$ cat config.mk
export PLATFORM = sky130hd
export DESIGN_NAME = gray_ptr_counter
export DESIGN_NICKNAME = d
export VERILOG_FILES = /design/src/rtl/gray_ptr_counter.sv
export SDC_FILE = /design/constraint.sdc
export NUM_CORES = 1
export LEC_CHECK = 0
export CAP_MARGIN = 20
export CORE_MARGIN = 3
export CORE_UTILIZATION = 28
export DETAILED_ROUTE_END_ITERATION = 12
export PLACE_DENSITY = 0.59
export SYNTH_ARGS = -nofsm -noshare
export SYNTH_HDL_FRONTEND = slang
export SYNTH_SLANG_ARGS = --single-unit
$ cat constraint.sdc
create_clock -name clk_i -period 2.75 [get_ports clk_i]
set_clock_uncertainty 0.1 [all_clocks]
set_input_delay 0.275 -clock clk_i [delete_from_list [all_inputs] [get_ports clk_i]]
set_output_delay 0.275 -clock clk_i [all_outputs]
set_load 0.005 [all_outputs]
$ cat src/rtl/gray_ptr_counter.sv
// gray_ptr_counter
//   One side of an asynchronous FIFO pointer pair. Holds a Width+1 bit
//   binary pointer, exports its Gray encoding for CDC, and derives the
//   full (write side) or empty (read side) flag, an almost flag and the
//   occupancy level from the local next pointer and the opposite side's
//   already-synchronised Gray pointer.
//
//   Parameters
//     Width     : address bits (2..16), Depth = 2**Width
//     Side      : 0 = write side (flag is full), 1 = read side (flag is empty)
//     AlmostThr : almost-full / almost-empty margin in entries (0..Depth-1)
//
//   Ports
//     clk_i       : clock, rising edge
//     rst_i       : synchronous active-high reset
//     inc_i       : advance request (ignored while flag_o is set)
//     clear_i     : synchronous local pointer clear, wins over inc_i
//     sync_gray_i : opposite-side Gray pointer, already in clk_i domain
//     bin_count_o : binary address ptr[Width-1:0]
//     gray_ptr_o  : registered Gray pointer
//     msb_o       : wrap bit ptr[Width]
//     flag_o      : full (Side=0) / empty (Side=1)
//     almost_o    : almost-full / almost-empty
//     level_o     : occupancy 0..Depth
//     err_o       : sticky overflow / underflow attempt
module gray_ptr_counter #(
   parameter int Width     = 3,
   parameter int Side      = 0,
   parameter int AlmostThr = 1
) (
   input  logic             clk_i,
   input  logic             rst_i,
   input  logic             inc_i,
   input  logic             clear_i,
   input  logic [Width:0]   sync_gray_i,
   output logic [Width-1:0] bin_count_o,
   output logic [Width:0]   gray_ptr_o,
   output logic             msb_o,
   output logic             flag_o,
   output logic             almost_o,
   output logic [Width:0]   level_o,
   output logic             err_o
);

   localparam int Depth = 2 ** Width;
   localparam logic [Width:0] AlmostFullLvl  = (Width + 1)'(Depth - AlmostThr);
   localparam logic [Width:0] AlmostEmptyLvl = (Width + 1)'(AlmostThr);
   localparam logic           FlagRst        = (Side != 0);

   logic [Width:0] ptr;
   logic [Width:0] ptr_nxt;
   logic [Width:0] gray_nxt;
   logic [Width:0] rb;
   logic [Width:0] lvl_nxt;
   logic           flag_nxt;
   logic           almost_nxt;
   logic           err_nxt;

   // Next pointer and sticky error. The flag used to block the increment is
   // the registered one, which already reflects the current pointer.
   always_comb begin
      ptr_nxt = ptr;
      err_nxt = err_o;
      if (clear_i) begin
         ptr_nxt = '0;
         err_nxt = 1'b0;
      end else if (inc_i) begin
         if (flag_o) err_nxt = 1'b1;
         else        ptr_nxt = ptr + 1'b1;
      end
   end

   assign gray_nxt = ptr_nxt ^ (ptr_nxt >> 1);

   // Gray to binary: bit i is the XOR of all Gray bits from i upward.
   always_comb begin
      rb = '0;
      for (int i = 0; i <= Width; i++) rb[i] = ^(sync_gray_i >> i);
   end

   // Flags are computed from the next pointer so they land on the same edge
   // the pointer reaches the boundary.
   generate
      if (Side == 0) begin : g_wr
         // Full: remote pointer is exactly one lap behind, which in Gray form
         // means the top two bits differ and the rest match.
         assign flag_nxt   = gray_nxt == {~sync_gray_i[Width:Width-1], sync_gray_i[Width-2:0]};
         assign lvl_nxt    = ptr_nxt - rb;
         assign almost_nxt = lvl_nxt >= AlmostFullLvl;
      end else begin : g_rd
         assign flag_nxt   = gray_nxt == sync_gray_i;
         assign lvl_nxt    = rb - ptr_nxt;
         assign almost_nxt = lvl_nxt <= AlmostEmptyLvl;
      end
   endgenerate

   always_ff @(posedge clk_i) begin
      if (rst_i) begin
         ptr        <= '0;
         gray_ptr_o <= '0;
         level_o    <= '0;
         err_o      <= 1'b0;
         flag_o     <= FlagRst;
         almost_o   <= FlagRst;
      end else begin
         ptr        <= ptr_nxt;
         gray_ptr_o <= gray_nxt;
         level_o    <= lvl_nxt;
         err_o      <= err_nxt;
         flag_o     <= flag_nxt;
         almost_o   <= almost_nxt;
      end
   end

   assign bin_count_o = ptr[Width-1:0];
   assign msb_o       = ptr[Width];

endmodule

## After elaboration in Yosys (flattened, before gate mapping)

Cells that the tools add are included.

- $add $sub $neg: 2
- $lt $le $gt $ge: 1
- Eq/ne operators: 1
- Multiplexer cells: 3
- Bitwise gates (word level): 2
- Reduce and logical (&&, ||, !) cells: 6

Operators with widths:

| operator | number |
|---|---|
| 4-bit XOR reduction | 4 |
| 4-bit two-way mux | 3 |
| 4-bit by 1-bit adder with 4-bit output, second input constant | 1 |
| 4-bit == test | 1 |
| 4-bit by 3-bit >= comparator with 1-bit output, second input constant | 1 |
| 4-bit subtractor | 1 |
| 4-bit by 3-bit XOR with 4-bit output | 1 |
| 2-bit NOT | 1 |
| 2-bit AND reduction | 1 |
| 2-bit OR reduction | 1 |

- Register bits: 15
- Logic and storage cells: 21

## Logic depth before layout (Yosys ltp)

- Depth after elaboration: 6
- Depth in mapped cells: 11
- Depth with buffers taken out: 11

## Worst setup path after synthesis

No wires, ideal clock.

- Path kind: reg-to-reg
- From: register ptr[0]
- To: register almost_o
- Arrival time: 2231 ps
- Slack: 286 ps
- Stages on the path, launching flop included: 12
- Path buffers: 0
- Period minus slack after synthesis: 2464 ps
- Path through: dfxtp_1 > ha_1 > nor2b_1 > mux2i_4 > inv_1 > ha_1 > nor2b_1 > nor2_1 > mux2i_1 > xor2_1 > a22oi_1 > o221ai_1

- Word-level cells in the longest chain between the ends: 6

RTL lines:

| item | RTL line | RTL |
|---|---|---|
| start, declared | 50 | `logic [Width:0] ptr;` |
| start signal, assigned | 106 | `ptr <= ptr_nxt;` |
| 4-bit by 1-bit adder with 4-bit output | 69 | `else ptr_nxt = ptr + 1'b1;` |
| 4-bit two-way mux | 68 | `if (flag_o) err_nxt = 1'b1;` |
| 4-bit two-way mux | 67 | `end else if (inc_i) begin` |
| 4-bit two-way mux | 64 | `if (clear_i) begin` |
| via ptr_nxt[1] | 51 | `logic [Width:0] ptr_nxt;` |
| 4-bit subtractor | 88 | `assign lvl_nxt = ptr_nxt - rb;` |
| 4-bit by 3-bit >= comparator with 1-bit output | 89 | `assign almost_nxt = lvl_nxt >= AlmostFullLvl;` |
| end signal, assigned | 104 | `almost_o <= FlagRst;` |
| end signal, assigned | 111 | `almost_o <= almost_nxt;` |
| end, declared | 40 | `output logic almost_o,` |

The timed path passes the listed nets, and every way through them passes these cells.
A chain may end at the register's enable or synchronous reset.

## Worst setup path in the final report

- From: input port inc_i
- To: register almost_o

- Word-level cells in the longest chain between the ends: 4

RTL lines:

| item | RTL line | RTL |
|---|---|---|
| start, declared | 33 | `input logic inc_i,` |
| 4-bit two-way mux | 67 |  |
| 4-bit two-way mux | 64 |  |
| 4-bit subtractor | 88 |  |
| 4-bit by 3-bit >= comparator with 1-bit output | 89 |  |

Every way passes these cells.

==> reports/metrics.csv <==
stage,metric,value,unit
critical_path,crit path kind,primary input to flip-flop,
power_and_ir_drop,Flop pwr share,0.423,
timing,fin crit period,2.57,ns
grt,vias in the first global route,655,
timing,worst relative slew slack,0.642,
critical_path,Crit Reg-Reg Startpoint,ptr[0]$_SDFF_PP0_,
detailed_routing,post-route ant nets,0,
timing,Final Max Slew Viols,0,
cells_and_area,ANT cells,0,
logic_synthesis,number of synthesis warnings,0,
clock_tree,"Clk pin slew, worst setup/hold paths",0.08,ns
clock_tree,number of clock sinks,14,
logic_synthesis,synth top area cells,"dfxtp_1 34%, xnor2_1 8.6%, nor2_1 5.0%, ha_1 4.6%, nor3_1 4.3%",
clock_tree,Root Driver,clkbuf_4,
run,Max-Cap Viols,0,
min_path,Hold Crit Class,flip-flop to flip-flop,
logic_synthesis,Post-Syn Area,818,sq um
detailed_routing,Via-to-Cell Ratio,4.68,
floorplanning,Core Region,2640,sq um
detailed_routing,routed len/inst,11.5,um
min_path,Worst Hold End,err_o$_SDFFE_PP0P_,
clock_tree,CTS Buffer Depth,2,
critical_path,R2R depth,9,
logic_synthesis,ys async rst share,0,
floorplanning,DIE AREA,3610,sq um
grt,largest net degree at the start of global routing,17,
floorplanning,starting density of the core,0.311,
critical_path,"Max FO, Critical Path",3,
placement,DP Wirelength,1420,um
grt,global route overflow,0,
power_and_ir_drop,internal power,0.000393,W
floorplanning,Top Ports,23,
clock_tree,CTS buffer count,3,
power_and_ir_drop,maximum vdd drop,0.333,mV
logic_synthesis,Syn Area/Cell,9.74,sq um
logic_synthesis,"area leader, netlist",dfxtp_1,
detailed_routing,DR pass1 iterations,4,
critical_path,Crit path required time,2.85,ns
cells_and_area,multi-input logic area,499,sq um
min_path,WHS Path Cells,2,
floorplanning,Die H,60.1,um
status,run status,"complete, no violations",
logic_synthesis,Syn Inst Count,84,
placement,Placer Congestion,0.827,
cells_and_area,register area,282,sq um
cells_and_area,Area Growth Syn to Fin,43.7,%
cells_and_area,fill count,278,
timing,fin crit share,0.935,
critical_path,Critical Path End Type,flip-flop,
logic_synthesis,Syn Nets,96,
cells_and_area,"commonest non-fill, non-tap cell in the layout",clkdlybuf4s50_1,
power_and_ir_drop,clock share of power,0.278,
logic_synthesis,Yosys reg bits,14,
timing,final setup fails,0,
critical_path,flop2flop setup slack,0.23,ns
power_and_ir_drop,Switching Share,0.264,
power_and_ir_drop,power per cell area,454,nW/um^2
clock_tree,clk_lat worst skew,0.28,ns
detailed_routing,routed vias,693,
clock_tree,H-tree levels,1,
timing,Fin. Hold Viols,0,
floorplanning,FP Rows,18,
detailed_routing,total routed wirelength,1700,um
timing,unrepaired setup endpoints after global routing,no,
timing,fmax,389,MHz
timing,measured slew at the worst slew-check pin,0.535,ns
floorplanning,Die Width,60.1,um
logic_synthesis,top cell type's share of synthesized area,0.343,
critical_path,reg2reg end,almost_o$_SDFF_PP0_,
grt,first-pass GRT wire length,2880,um
placement,Port Buffer Count,22,
grt,Tot GR Track Use,0.109,
cells_and_area,share of cells above drive strength 1,0.220,
power_and_ir_drop,Static Leak,0.467,nW
clock_tree,TritonCTS clock tree,done,
grt,initial antenna violation count,0,
placement,placed cell areas,1130,sq um
critical_path,crit path DAT,2.67,ns
min_path,Hold Startpoint,err_o$_SDFFE_PP0P_,
logic_synthesis,Post-synth EDFFs,0,
logic_synthesis,Cell variety after synth,35,
cells_and_area,most frequent cells in the layout,"22 x clkdlybuf4s50_1, 13 x dfxtp_1, 12 x buf_4",
timing,setup TNS,0,ns
cells_and_area,final net count,131,
detailed_routing,DRT iter0 DRCs,27,
cells_and_area,Final Cell Area,1180,sq um
clock_tree,CTS Hold Bufs,0,
logic_synthesis,Post-synth top flop,dfxtp_1,
power_and_ir_drop,Comb power frac,0.299,
power_and_ir_drop,sw power,0.000141,W
cells_and_area,Util after Layout,0.446,
logic_synthesis,register area share after synthesis,0.343,
critical_path,crit start category,primary input,
detailed_routing,DRC Markers,0,
==> worst max-delay path, cell delays in order <==
cell and delay [ns]:
clkdlybuf4s50_1 0.48, nor2b_4 0.21, xor2_1 0.17, nand2b_1 0.11, ha_1 0.24, fa_1 0.39
xor2_1 0.18, xnor2_1 0.13, or4_1 0.40, o221ai_1 0.08
==> layer usage <==
| metal | routed length (um) | GRT usage |
|---|---|---|
| met5 | 0 | 0 |
| met4 | 19 | 0.0475 |
| met3 | 77 | 0.0259 |
| met1 | 760 | 0.135 |
| met2 | 838 | 0.179 |
==> flip-flops by register name, indices dropped and copies added (netlist names) <==
register    flops
gray_ptr_o      4
level_o         4
ptr             3
almost_o        1
err_o           1
flag_o          1
==> Yosys cell counts, drive strengths merged, types with 2 or more instances <==
library cell / count
xnor2: 9
xor2: 6
o21ai: 2
nor3: 7
mux2i: 2
ha: 3
nand2b: 2
inv: 3
buf: 3
dfxtp: 14
a21oi: 3
nor2: 12
nor2b: 4
==> how the worst max path moves through the flow <==
stage / end / startpoint
floorplan: almost_o$_SDFF_PP0_ / ptr[0]$_SDFF_PP0_
global placement: almost_o$_SDFF_PP0_ / sync_gray_i[2]
detailed placement: almost_o$_SDFF_PP0_ / sync_gray_i[2]
CTS: almost_o$_SDFF_PP0_ / sync_gray_i[2]
global route: level_o[3]$_SDFF_PP0_ / ptr[1]$_SDFF_PP0_
finish: almost_o$_SDFF_PP0_ / inc_i
==> final cells by class <==
class                      count  area share
tap                           30      0.0319
sequential                    14       0.239
inverter                       3     0.00957
multi-input combinational     63       0.424
timing repair buffer          34       0.264
clock buffer                   4      0.0309
==> through the flow <==
step	hold slack, ns	total power, W	setup slack, ns	instances
4_1_cts	0.434	0.000543	0.157	147
3_3_place_gp	0.410	0.000388	-0.0825	143
3_5_place_dp	0.415	0.000394	-0.136	143
5_1_grt	0.462	0.000574	0.00729	148
6_report	0.427	0.000534	0.180	148
2_1_floorplan	0.244	0.000316	0.286	84
==> cell families after synthesis <==
group           share of synthesized area
mux                                0.0398
flops                               0.343
xor+xnor                            0.188
compound gates                     0.0963
simple gates                        0.216
fa+ha+maj                          0.0703
buf+inv                            0.0474
==> repair_timing <==
item,CTS,global route
resized for setup,0,1
endpoints found under the setup margin,0,1
setup buffers,0,1
==> power by group through the flow <==
stage,combinational [W],sequential (W),clock [W]
after global placement,0.000158,0.000230,0
after global routing,0.000179,0.000228,0.000166
after detailed placement,0.000163,0.000231,0
after floorplan,0.0000833,0.000233,0
after CTS,0.000163,0.000226,0.000153
final,0.000160,0.000226,0.000148
Power figures use the tool's default switching activity.
